**src/rtl/arb_client.sv**
```systemverilog
// Requester-side agent for the fixed-priority grant arbiter: queues transfer
// commands, requests the bus, streams the commanded beats, then releases.
module arb_client #(
  parameter int DEPTH = 4,
  parameter int LEN_W = 4
) (
  input  logic             clk,
  input  logic             resetn,
  input  logic             cmd_valid,
  input  logic [LEN_W-1:0] cmd_len,
  output logic             cmd_ready,
  output logic             req,
  input  logic             gnt,
  output logic             beat_valid,
  output logic [LEN_W-1:0] beat_idx,
  output logic             beat_last,
  output logic             busy
);

  localparam int PTR_W = $clog2(DEPTH);
  localparam int CNT_W = PTR_W + 1;

  localparam logic [1:0] ST_IDLE = 2'd0;
  localparam logic [1:0] ST_REQ  = 2'd1;
  localparam logic [1:0] ST_XFER = 2'd2;
  localparam logic [1:0] ST_REL  = 2'd3;

  logic [1:0]       state_q, state_d;
  logic [LEN_W-1:0] beat_idx_q, beat_idx_d;
  logic [PTR_W-1:0] wr_ptr_q, wr_ptr_d;
  logic [PTR_W-1:0] rd_ptr_q, rd_ptr_d;
  logic [CNT_W-1:0] cnt_q, cnt_d;
  logic [LEN_W-1:0] mem_q [DEPTH];
  logic [LEN_W-1:0] mem_d [DEPTH];

  logic             push;
  logic             pop;
  logic [LEN_W-1:0] head_len;

  assign cmd_ready  = (cnt_q != CNT_W'(DEPTH));
  assign push       = cmd_valid && cmd_ready;
  assign head_len   = mem_q[rd_ptr_q];
  assign beat_valid = (state_q == ST_XFER) && gnt;
  assign beat_last  = beat_valid && (beat_idx_q == head_len);
  assign pop        = beat_last;
  assign beat_idx   = beat_idx_q;
  assign req        = (state_q == ST_REQ) || (state_q == ST_XFER);
  assign busy       = (state_q != ST_IDLE) || (cnt_q != '0);

  always_comb begin
    state_d    = state_q;
    beat_idx_d = beat_idx_q;
    case (state_q)
      ST_IDLE: begin
        if (cnt_q != '0) state_d = ST_REQ;
      end
      ST_REQ: begin
        if (gnt) begin
          state_d    = ST_XFER;
          beat_idx_d = '0;
        end
      end
      ST_XFER: begin
        if (beat_last) begin
          state_d = ST_REL;
        end else if (beat_valid) begin
          beat_idx_d = beat_idx_q + LEN_W'(1);
        end
      end
      ST_REL: begin
        // The arbiter keeps gnt one cycle past req falling; wait it out.
        if (!gnt) state_d = ST_IDLE;
      end
      default: state_d = ST_IDLE;
    endcase
  end

  always_comb begin
    wr_ptr_d = wr_ptr_q;
    rd_ptr_d = rd_ptr_q;
    cnt_d    = cnt_q;
    mem_d    = mem_q;
    if (push) begin
      mem_d[wr_ptr_q] = cmd_len;
      wr_ptr_d        = wr_ptr_q + PTR_W'(1);
    end
    if (pop) rd_ptr_d = rd_ptr_q + PTR_W'(1);
    case ({push, pop})
      2'b10:   cnt_d = cnt_q + CNT_W'(1);
      2'b01:   cnt_d = cnt_q - CNT_W'(1);
      default: cnt_d = cnt_q;
    endcase
  end

  always_ff @(posedge clk or negedge resetn) begin
    if (!resetn) begin
      state_q    <= ST_IDLE;
      beat_idx_q <= '0;
      wr_ptr_q   <= '0;
      rd_ptr_q   <= '0;
      cnt_q      <= '0;
      for (int i = 0; i < DEPTH; i++) mem_q[i] <= '0;
    end else begin
      state_q    <= state_d;
      beat_idx_q <= beat_idx_d;
      wr_ptr_q   <= wr_ptr_d;
      rd_ptr_q   <= rd_ptr_d;
      cnt_q      <= cnt_d;
      mem_q      <= mem_d;
    end
  end

endmodule
```
**config.mk**
```make
export PLATFORM = sky130hd
export DESIGN_NAME = arb_client
export DESIGN_NICKNAME = d
export VERILOG_FILES = /design/src/rtl/arb_client.sv
export SDC_FILE = /design/constraint.sdc
export NUM_CORES = 1
export LEC_CHECK = 0
export BUFFER_PORTS_ARGS = -buffer_cell sky130_fd_sc_hd__buf_4
export CORE_ASPECT_RATIO = 0.9
export CORE_UTILIZATION = 40
export DETAILED_ROUTE_END_ITERATION = 12
export GPL_TIMING_DRIVEN = 0
export PLACE_DENSITY = 0.69
export RECOVER_POWER = 100
export SYNTH_ARGS = -nofsm -noshare
export SYNTH_HDL_FRONTEND = slang
export SYNTH_SLANG_ARGS = --single-unit
export TNS_END_PERCENT = 50
```
**constraint.sdc**
```tcl
create_clock -name clk -period 5 [get_ports clk]
set_clock_uncertainty 0.15 [all_clocks]
set_input_delay 0.25 -clock clk [delete_from_list [all_inputs] [get_ports clk]]
set_output_delay 0.25 -clock clk [all_outputs]
set_load 0.05 [all_outputs]
```
# Word-level counts from Yosys, hierarchy flattened
# Index checks and enable logic that the tools add are counted.
# Widths: inputs -> output; s select.
[word_totals]
input_bits = 8
regBits = 29
[op_classes]
order_cmp = 3
n_addsub = 5
reduce_logical = 13
bitwise_logic = 2
eq_ne = 13
n_mux = 16
[op_table]
columns = ["operator", "count"]
rows = [
  ["$mux 4", 6],
  ["$bwmux 16", 1],
  ["$ne 2x2->1 const B", 6],
  ["$bmux 4 s2", 1],
  ["$demux 4 s2", 1],
  ["$mux 2", 4],
  ["$pmux 2 s4", 1],
  ["$pmux 4 s2", 1],
  ["$reduce_and 4->1", 2],
  ["$eq 2x2->1 const B", 3],
  ["$ge 3x3->1 const B", 2],
  ["$not 2->3", 2],
  ["$pmux 3 s2", 1],
  ["$reduce_bool 2->1", 3],
  ["$add 2x1->2 const B", 2],
  ["$add 4x1->4 const B", 1],
  ["$eq 2x1->1 const B", 2],
  ["$eq 4x4->1", 1],
  ["$logic_and 1x1->1", 4],
  ["$add 3x1->3 const B", 1],
  ["$lt 3x1->1 const B", 1],
  ["$ne 3x3->1 const B", 1],
  ["$reduce_bool 3->1", 1],
  ["$sub 3x1->3 const B", 1],
  ["other kinds (2)", 3],
]

# Logic depth before layout (Yosys ltp)
[depth]
depth_word = 8
mapped_depth = 12
depth_no_buf = 12

# Least setup slack after synthesis
# No wires, ideal clock.
[synth_timing]
path_type = "reg2reg"
from = "reg state_q[0]"
to = "reg cnt_q[2]"
n_path_buf = 0
setup_ns = 0.079
stages_incl_launch_ff = 13
setup_slack_ns = 1.868
arrival_ns = 2.903
path_cell_list = "dfrtp_1 -> inv_1 -> ha_1 -> and2_1 -> and3_4 -> nand2_4 -> inv_1 -> ha_1 -> inv_1 -> fa_1 -> xor2_1 -> nor2_1 -> xor2_1"
[synth_between]
elab_chain_len = 5
word_cells_on_any_way = 7
cone_classes = "3 x eq/ne; 1 x mux; 3 x reduce/logical"
[synth_rtl]
columns = ["item", "line_no", "rtl"]
rows = [
  ["from (decl)", "28", "logic [1:0] state_q, state_d;"],
  ["from (signal assigned)", "104", "state_q <= state_d;"],
  ["$eq 2x2->1 (*)", "43", "assign beat_valid = (state_q == ST_XFER) && gnt;"],
  ["$logic_and 1x1->1 (*)", "43", ""],
  ["net beat_valid", "14", "output logic beat_valid,"],
  ["$logic_and 1x1->1 (*)", "44", "assign beat_last = beat_valid && (beat_idx_q == head_len);"],
  ["net beat_last", "16", "output logic beat_last,"],
  ["$eq 2x1->1 / $eq 2x2->1 (equally long branches)", "88", "case ({push, pop})"],
  ["$pmux 3 s2 / $reduce_bool 2->1 (equally long branches)", "-", ""],
  ["to (signal assigned)", "108", "cnt_q <= cnt_d;"],
  ["to (decl)", "32", "logic [CNT_W-1:0] cnt_q, cnt_d;"],
]
# Mark *: on every way through the listed nets, which the timed path passes. The rest lies on a longest branch.
# A chain may end at the register's enable or synchronous reset.

# Final worst setup path
[layout_timing]
from = "reg rd_ptr_q[0]"
to = "reg cnt_q[2]"
[layout_between]
elab_chain_len = 8
word_cells_on_any_way = 10
cone_classes = "3 x eq/ne; 4 x mux; 1 x bitwise; 2 x reduce/logical"
[layout_rtl]
columns = ["item", "line_no", "rtl"]
rows = [
  ["from (decl)", "31", "logic [PTR_W-1:0] rd_ptr_q, rd_ptr_d;"],
  ["from (signal assigned)", "107", "rd_ptr_q <= rd_ptr_d;"],
  ["$not 2->3 (not written as such) (*)", "42", "assign head_len = mem_q[rd_ptr_q];"],
  ["$bmux 4 s2 (*)", "42", ""],
  ["$mux 4 (not written as such) (*) (2 in series)", "42", ""],
  ["$eq 4x4->1 (*)", "44", ""],
  ["$logic_and 1x1->1 (*)", "44", ""],
  ["$eq 2x1->1 / $eq 2x2->1 (equally long branches)", "88", ""],
  ["$pmux 3 s2 / $reduce_bool 2->1 (equally long branches)", "-", ""],
]
# Every way passes the cells marked *; elsewhere a longest branch is shown, timed or not. The select of a mux whose other input is x is not followed.

==> out/metrics.yaml <==
synth_top_area_share: 0.438
start_kind: "flop"
numCtsBuffers: 5
detail_route.iter0.violations: 60
hold_viol_final: 0
avgViaCountPerCell: 5.25
ctsResizeCount: 0
slew_headroom: -0.0265
grt_pass1_wl_mm: 5.16
grt_pass1_vias: 1117
antenna_found_initial: 0
powerDensity_nw_per_um2: 751
setup_viol: 0
min_path_type: "in2reg"
muxShareOfSynthArea: 0.186
ys.warnings.count: 0
grt-ovfl-total: 0
crit_path_max_fanout: 7
postCtsHoldBufs: 1
synth_enable_flop_cells: 0
die_x_um: 69.8
ir_worst_vdd_v: 0.000261
drive_gt1_frac: 0.230
synth_fa_ha_area_frac: 0.0877
route.vias.total: 1086
n_antenna_cell: 0
route.antenna.remaining_nets: 0
ios: 17
cap_violations: 1
layout_common_cells: "dfrtp_1, mux2_2, clkbuf_1, inv_1"
synth_xor_xnor_area_share: 0.0627
tritoncts: "built"
critical_path_class: "reg2reg"
path_clk_slew_ns: 0.06
arrival_ns: 3.37
fin_tns_setup_ns: 0
drc: 0
max_freq_ghz: 0.302
avgSynthCellArea_um2: 12.2
design_area_um2: 1890
synth.area.top_cells: "dfrtp_1, mux2_2, ha_1"
start_util: 0.432
synth_compound_area_frac: 0.0884
cts_buffer_depth: 2
cts_htree_levels: 2
synthFlopType: "dfrtp_1"
ys_async_sr_fraction: 1.00
design.core.area_um2: 3840
row_count: 21
clock_latency_ns: 0.28
place_hpwl_mm: 2.32
yosysTopAreaCell: "dfrtp_1"
syn-instance-count: 136
nets: 179
synth-simple-area-share: 0.0960
grt_max_degree: 30
track_usage: 0.155
syn-num-nets: 155
cts_setup_buffers: 0
dr.pass1.iters: 4
totalWireLength_mm: 3.01
placed_area_um2: 1830
yosysUniqueCellTypes: 35
dieArea_um2: 4400
wl_per_cell_um: 14.5
cp.required_ns: 5.05
max_slew.worst_pin.slew_ns: 1.54
fin_crit_ns: 3.31
synth_area_um2: 1660
place.gp.congestion: 0.802
clock-sinks: 29
synth_top_family_by_area: "multiplexers"
status: "finished with violations"
area_growth_pct: 14.1
slew_violations: 30
portBuffers: 16
ys_ff_latch: 29
leakage_nw: 0.831
cp-end-kind: "flop"
root_buffer: "clkbuf_8"
fp.dieH_um: 63.0
synth_seq_area_share: 0.438
layout_commonest_cell: "dfrtp_1"
fin_crit_sh: 0.663
violations: "capacitance limit, slew limit"
rsz0062_at_grt: "no"
==> path summary, 6_finish.rpt <==
| kind | cells past startpoint | to | start | slack [ns] |
|---|---|---|---|---|
| setup / recovery | 12 | cnt_q[2] | rd_ptr_q[0] | 1.69 |
| hold / removal | 2 | mem_q[6] | cmd_len[2] | 0.07 |
| setup reg to reg | 12 | cnt_q[2] | rd_ptr_q[0] | 1.69 |
| hold reg to reg | 1 | cnt_q[2] | cnt_q[2] | 0.35 |
| max in group asynchronous | 2 | cnt_q[0] | resetn | 3.07 |
| min in group asynchronous | 2 | beat_idx[3] | resetn | 0.73 |
==> per-stage QoR <==
stage          utilization  setup WS [ns]  hold WS, ns  total power (W)  instances
2_1_floorplan            -           1.87       -0.196          0.00107        136
3_3_place_gp         0.478           2.16       0.0349          0.00120        198
5_1_grt              0.492           1.42       0.0759          0.00152        207
4_1_cts              0.511           2.08       0.0726          0.00150        207
6_report             0.492           1.69       0.0747          0.00142        207
3_5_place_dp         0.478           2.10       0.0477          0.00124        198
==> sequential cells by signal (all words and copies together), names as in the netlist <==
register / count
mem_q: 16
beat_idx: 4
cnt_q: 3
rd_ptr_q: 2
state_q: 2
wr_ptr_q: 2
==> Yosys cell counts, types with 2 or more instances <==
master,instances
a21oi_1,2
a32o_1,2
and2_1,3
clkbuf_1,2
dfrtp_1,29
ha_1,10
inv_1,11
mux2_2,18
mux2i_1,6
mux4_2,2
nand2_1,9
nand3_1,3
nor2_1,4
nor2b_1,2
o211ai_1,3
o21ai_0,3
xnor2_1,7
xor2_1,3
==> critical path: stages, from the launching register on <==
cell	delay [ns]
dfrtp_1	0.32
clkbuf_1	0.39
mux4_2	0.60
xnor2_1	0.19
and3_1	0.24
nand2_1	0.19
inv_1	0.13
ha_1	0.18
inv_1	0.06
fa_1	0.37
xor2_1	0.15
nor2_1	0.12
xor2_1	0.15
==> cell type report <==
| cell class | instances | area [um2] |
|---|---|---|
| Fill cell | 357 | 1950 |
| Multi-Input combinational cell | 92 | 837 |
| Sequential cell | 29 | 726 |
| Timing Repair Buffer | 17 | 92.6 |
| Clock buffer | 7 | 86.3 |
| Tap cell | 46 | 57.6 |
| Inverter | 11 | 41.3 |
| Clock inverter | 1 | 30.0 |
| Buffer | 4 | 18.8 |
==> power breakdown <==
group	switching, W	internal [W]	total, W
registers	0.0000896	0.000355	0.000445
logic	0.000406	0.000316	0.000722
clock network	0.0000892	0.000162	0.000251
total	0.000585	0.000833	0.00142
==> metal layers <==
layer,track usage,vias up,part of all wire
li1,-,522,-
met4,0.0650,0,0.016
met5,0,-,0
met1,0.190,539,0.47
met3,0.0613,6,0.052
met2,0.242,19,0.46
==> logic make-up (layout without fill, tap and decap cells) <==
group,after synthesis,in the layout
and+or+nand+nor,28,28
buffers and inverters,15,40
adders and majority gates,11,11
xor gates and xnor gates,11,11
muxes,26,26
DFF,29,29
AOI/OAI and AO/OA,16,16
(Power assumes the default switching activity.)
